==> src/rtl/vga_pkg.sv <==
// Shared raster timing constants for the video pipeline.
// Each display mode gets its own constant set; XGA (1024x768 @ 60 Hz) is the default.
package vga_pkg;

  localparam int unsigned XGA_H_VISIBLE = 1024;
  localparam int unsigned XGA_H_FRONT   = 24;
  localparam int unsigned XGA_H_SYNC    = 136;
  localparam int unsigned XGA_H_BACK    = 160;
  localparam int unsigned XGA_H_TOTAL   =
    XGA_H_VISIBLE + XGA_H_FRONT + XGA_H_SYNC + XGA_H_BACK;

  localparam int unsigned XGA_V_VISIBLE = 768;
  localparam int unsigned XGA_V_FRONT   = 3;
  localparam int unsigned XGA_V_SYNC    = 6;
  localparam int unsigned XGA_V_BACK    = 29;
  localparam int unsigned XGA_V_TOTAL   =
    XGA_V_VISIBLE + XGA_V_FRONT + XGA_V_SYNC + XGA_V_BACK;

  // Sync pulse occupies [START, END] inclusive, in counter units.
  localparam int unsigned XGA_HS_START = XGA_H_VISIBLE + XGA_H_FRONT;
  localparam int unsigned XGA_HS_END   = XGA_HS_START + XGA_H_SYNC - 1;
  localparam int unsigned XGA_VS_START = XGA_V_VISIBLE + XGA_V_FRONT;
  localparam int unsigned XGA_VS_END   = XGA_VS_START + XGA_V_SYNC - 1;

  localparam int unsigned H_CNT_W = $clog2(XGA_H_TOTAL);
  localparam int unsigned V_CNT_W = $clog2(XGA_V_TOTAL);

endpackage

==> src/rtl/wrap_counter.sv <==
// Up-counter with enable that wraps explicitly to zero after reaching MAX.
module wrap_counter #(
  parameter int unsigned W   = 11,
  parameter int unsigned MAX = 1343
) (
  input  logic         clk,
  input  logic         rst_n,
  input  logic         ce,
  output logic [W-1:0] count,
  output logic         wrap
);

  localparam logic [W-1:0] TERM = W'(MAX);

  // wrap flags the terminal value; the caller qualifies it with its own enable.
  assign wrap = (count == TERM);

  always_ff @(posedge clk) begin
    if (!rst_n) begin
      count <= '0;
    end else if (ce) begin
      count <= wrap ? '0 : count + 1'b1;
    end
  end

endmodule

==> src/rtl/vga_timing_xga.sv <==
// Raster timing generator: counters plus registered sync/active/coordinate/strobe outputs.
module vga_timing_xga
  import vga_pkg::*;
#(
  parameter int unsigned H_VISIBLE       = XGA_H_VISIBLE,
  parameter int unsigned H_FRONT         = XGA_H_FRONT,
  parameter int unsigned H_SYNC          = XGA_H_SYNC,
  parameter int unsigned H_BACK          = XGA_H_BACK,
  parameter int unsigned V_VISIBLE       = XGA_V_VISIBLE,
  parameter int unsigned V_FRONT         = XGA_V_FRONT,
  parameter int unsigned V_SYNC          = XGA_V_SYNC,
  parameter int unsigned V_BACK          = XGA_V_BACK,
  parameter bit          SYNC_ACTIVE_LOW = 1'b1
) (
  input  logic               inclk,
  input  logic               rst_n,
  input  logic               ce,
  output logic               hsync,
  output logic               vsync,
  output logic               active,
  output logic [H_CNT_W-1:0] x,
  output logic [V_CNT_W-1:0] y,
  output logic               line_start,
  output logic               frame_start
);

  localparam int unsigned H_TOTAL = H_VISIBLE + H_FRONT + H_SYNC + H_BACK;
  localparam int unsigned V_TOTAL = V_VISIBLE + V_FRONT + V_SYNC + V_BACK;

  localparam logic [H_CNT_W-1:0] H_VIS_C  = H_CNT_W'(H_VISIBLE);
  localparam logic [H_CNT_W-1:0] HS_START = H_CNT_W'(H_VISIBLE + H_FRONT);
  localparam logic [H_CNT_W-1:0] HS_END   = H_CNT_W'(H_VISIBLE + H_FRONT + H_SYNC - 1);
  localparam logic [V_CNT_W-1:0] V_VIS_C  = V_CNT_W'(V_VISIBLE);
  localparam logic [V_CNT_W-1:0] VS_START = V_CNT_W'(V_VISIBLE + V_FRONT);
  localparam logic [V_CNT_W-1:0] VS_END   = V_CNT_W'(V_VISIBLE + V_FRONT + V_SYNC - 1);

  logic [H_CNT_W-1:0] h_cnt;
  logic [V_CNT_W-1:0] v_cnt;
  logic               h_wrap;
  logic               v_wrap_unused;
  logic               v_ce;

  assign v_ce = ce & h_wrap;

  wrap_counter #(
    .W   (H_CNT_W),
    .MAX (H_TOTAL - 1)
  ) u_h_cnt (
    .clk   (inclk),
    .rst_n (rst_n),
    .ce    (ce),
    .count (h_cnt),
    .wrap  (h_wrap)
  );

  wrap_counter #(
    .W   (V_CNT_W),
    .MAX (V_TOTAL - 1)
  ) u_v_cnt (
    .clk   (inclk),
    .rst_n (rst_n),
    .ce    (v_ce),
    .count (v_cnt),
    .wrap  (v_wrap_unused)
  );

  // Outputs decode the pre-increment counters, so they trail the counters by one cycle.
  always_ff @(posedge inclk) begin
    if (!rst_n) begin
      x           <= '0;
      y           <= '0;
      active      <= 1'b0;
      hsync       <= SYNC_ACTIVE_LOW;
      vsync       <= SYNC_ACTIVE_LOW;
      line_start  <= 1'b0;
      frame_start <= 1'b0;
    end else if (ce) begin
      x           <= h_cnt;
      y           <= v_cnt;
      active      <= (h_cnt < H_VIS_C) && (v_cnt < V_VIS_C);
      hsync       <= ((h_cnt >= HS_START) && (h_cnt <= HS_END)) ^ SYNC_ACTIVE_LOW;
      vsync       <= ((v_cnt >= VS_START) && (v_cnt <= VS_END)) ^ SYNC_ACTIVE_LOW;
      line_start  <= (h_cnt == '0);
      frame_start <= (h_cnt == '0) && (v_cnt == '0);
    end else begin
      line_start  <= 1'b0;
      frame_start <= 1'b0;
    end
  end

endmodule
==> config.mk <==
export PLATFORM = sky130hd
export DESIGN_NAME = vga_timing_xga
export DESIGN_NICKNAME = d
export VERILOG_FILES = /design/src/rtl/vga_pkg.sv /design/src/rtl/wrap_counter.sv /design/src/rtl/vga_timing_xga.sv
export SDC_FILE = /design/constraint.sdc
export NUM_CORES = 1
export LEC_CHECK = 0
export CAP_MARGIN = 25
export CORE_MARGIN = 2
export CORE_UTILIZATION = 30
export DETAILED_ROUTE_END_ITERATION = 12
export DONT_BUFFER_PORTS = 1
export RECOVER_POWER = 100
export REMOVE_ABC_BUFFERS = 1
export SLEW_MARGIN = 20
export SYNTH_ARGS = -nofsm -noshare
export SYNTH_HDL_FRONTEND = slang
export SYNTH_HIERARCHICAL = 1
export SYNTH_SLANG_ARGS = --single-unit
==> constraint.sdc <==
create_clock -name inclk -period 2.65 [get_ports inclk]
set_clock_uncertainty 0.1 [all_clocks]
set_input_delay 0.53 -clock inclk [delete_from_list [all_inputs] [get_ports inclk]]
set_output_delay 0.53 -clock inclk [all_outputs]
set_load 0.02 [all_outputs]
==> results.sh <==
export IMPL_run_status="finished, final reports clean"
export IMPL_power_per_cell_area_mw_per_mm2=571
export IMPL_area_added_between_synthesis_and_finish_pct=8.12
export IMPL_cpLargestDelayFamily="simple AND/OR/NAND/NOR gates"
export IMPL_report_final_setup_viol=0
export IMPL_placeableCoreArea_mm2=0.00683
export IMPL_wl_mm=4.28
export IMPL_comb_power_share_pct=2.6
export IMPL_number_of_global_route_vias_before_repair=1392
export IMPL_htree_levels=2
export IMPL_globalplace_congestion=0.775
export IMPL_yosysWarnings=6
export IMPL_met3_wire_length_um=266
export IMPL_place_hpwl_mm=2.80
export IMPL_worstReg2RegEnd="u_v_cnt/count[5]"
export IMPL_grt_pass1_wl_mm=6.96
export IMPL_timing_reg2reg_worst_path_depth=8
export IMPL_die_height_um=88.2
export IMPL_die_x_um=88.2
export IMPL_core_rowCount=30
export IMPL_setup_repair_after_global_routing_missed_its_margin="false"
export IMPL_multi_input_comb_area_mm2=0.00110
export IMPL_post_synth_instance_area_mm2=0.00213
export IMPL_hold_buffers=0
export IMPL_timing_fmax_mhz=426
export IMPL_hold_violations=0
export IMPL_setup_worst_path_end_class="register"
export IMPL_critPathBufInv=1
export IMPL_number_of_nets_still_failing_antenna_checks_after_routing=0
export IMPL_overflow=0
export IMPL_power_w=0.00131
export IMPL_seq_area_um2=941
export IMPL_root_buffer="sky130_fd_sc_hd__clkbuf_8"
export IMPL_m1WireLength_mm=2.16
export IMPL_viasPerCell=4.89
export IMPL_num_vias=1505
export IMPL_power_switching_w=0.000271
export IMPL_hold_path_startpoint="rst_n"
export IMPL_max_clock_path_buffers=2
export IMPL_hold_path_class="primary input to register"
export IMPL_drt_drc_violations_left=0
export IMPL_antennaDiodeCount=0
export IMPL_worst_ep_required_time_ps=2790
export IMPL_fin_setup_tns_ps=0
export IMPL_irDropWorstVdd_uv=188
export IMPL_drive_above_1_share_pct=8.96
export IMPL_slowest_stage_cell_cp="sky130_fd_sc_hd__dfxtp_1"
export IMPL_grt_start_max_net_pins=36
export IMPL_fillers=729
export IMPL_clock_tree_from_tritoncts="built"
export IMPL_cts_inserted_buffers=5
export IMPL_layout_nets=217
export IMPL_final_common_cell="sky130_fd_sc_hd__dfxtp_1"
export IMPL_routedWlPerCell_um=13.9
export IMPL_drt_initial_drc_count=99
export IMPL_internal_power_w=0.00104
export IMPL_syn_inst=211
export IMPL_grt_total_usage_pct=11.4
export IMPL_power_switching_fraction_pct=20.6
export IMPL_drv_slew=0
export IMPL_sequentialPowerShare_pct=55.6
export IMPL_min_delay_worst_endpoint="vsync"
export IMPL_antenna_found_initial=0
export IMPL_post_synth_cell_area_avg_um2=10.1
export IMPL_dieArea_mm2=0.00778
export IMPL_numClockSinks=47
export IMPL_critical_path_peak_fanout=8
export IMPL_cts_post_setup_buffers_inserted=0
export IMPL_worst_pin_slew_ps=968
export IMPL_routed_top_layer="met4"
export IMPL_drt_pre_antenna_iters=4
export IMPL_pin_count=29
export IMPL_buffer_ports_inserted=0
export IMPL_cap_viol_max_count=0
export IMPL_fin_crit_ps=2350
export IMPL_critical_path_arrival_ps=2490
export IMPL_relSlewSlack_pct=34.8
export IMPL_cp_cell_sequence="nand2_1 > nor4_1 > and3_1 > and2_0 > clkbuf_1 > nand3_1 > or3_1 > a21oi_1"
export IMPL_path_class="register to register"
export IMPL_register_clock_pin_slew_on_the_reported_worst_setup_and_hold_paths_ps=90
export IMPL_met2RoutedLength_mm=1.80
export IMPL_cp_slowest_stage_delay_ps=490
export IMPL_final_period_utilization_pct=88.6
export IMPL_reg2reg_setup_slack_ps=300
export IMPL_p_leak_nw=0.802
export IMPL_initial_core_util_pct=31.1
export IMPL_post_cts_resized_instances=0
export IMPL_start_kind="register"
export IMPL_mostFrequentLayoutCells="sky130_fd_sc_hd__dfxtp_1 (47), sky130_fd_sc_hd__mux2i_1 (23), sky130_fd_sc_hd__nor2b_1 (22)"
export IMPL_clock_power_share_pct=41.8
export IMPL_reg2reg_from="u_h_cnt/count[3]"
export IMPL_min_delay_path_depth=1
export IMPL_clk_latency_ps=310
==> worst max path at each step <==
stage | from | end | slack (ps) | cells after the start
2_1_floorplan | u_h_cnt/count[3] | u_v_cnt/count[8] | 510 | 7
3_3_place_gp | u_h_cnt/count[3] | u_v_cnt/count[8] | 510 | 7
3_5_place_dp | u_h_cnt/count[4] | u_v_cnt/count[8] | 450 | 7
4_1_cts | u_h_cnt/count[3] | u_v_cnt/count[8] | 420 | 7
5_1_grt | u_h_cnt/count[3] | u_v_cnt/count[5] | 120 | 8
6_report | u_h_cnt/count[3] | u_v_cnt/count[5] | 300 | 8
==> state kept, by name (all words and copies together), names as in the netlist <==
signal         flops
u_h_cnt/count     11
x                 11
u_v_cnt/count     10
y                 10
active             1
frame_start        1
hsync              1
line_start         1
vsync              1
==> stage by stage <==
stage	setup WS, ps	cells	cell area (um2)	hold slack [ps]	utilization (%)
after floorplan	514	202	2080	390	-
after global placement	512	300	2210	433	32.4
after detailed placement	452	300	2210	450	32.4
after CTS	423	308	2330	204	34.1
after global routing	117	308	2300	202	33.7
final	301	308	2300	214	33.7
==> layout make-up <==
class | count | area share [%]
flip-flops and latches | 47 | 40.9
inverters | 4 | 0.653
multi-input cells | 151 | 47.8
repair buffers | 2 | 0.326
well taps | 96 | 5.22
clock buffers | 6 | 3.59
clock inverters | 2 | 1.52
==> power by group through the flow <==
stage                      logic, W  registers, W  clock network, W
final                     0.0000341      0.000729          0.000549
after floorplan           0.0000307      0.000744                 0
after detailed placement  0.0000352      0.000746                 0
after global routing      0.0000370      0.000732          0.000588
after global placement    0.0000348      0.000746                 0
after CTS                 0.0000354      0.000730          0.000560
==> metal layers <==
metal | GRT usage [%] | vias to the layer above
met2 | 16.1 | 26
met3 | 4.62 | 5
met1 | 15.6 | 713
met4 | 3.99 | 0
li1 | - | 761
met5 | 0 | -
Power figures use the tool's default switching activity.
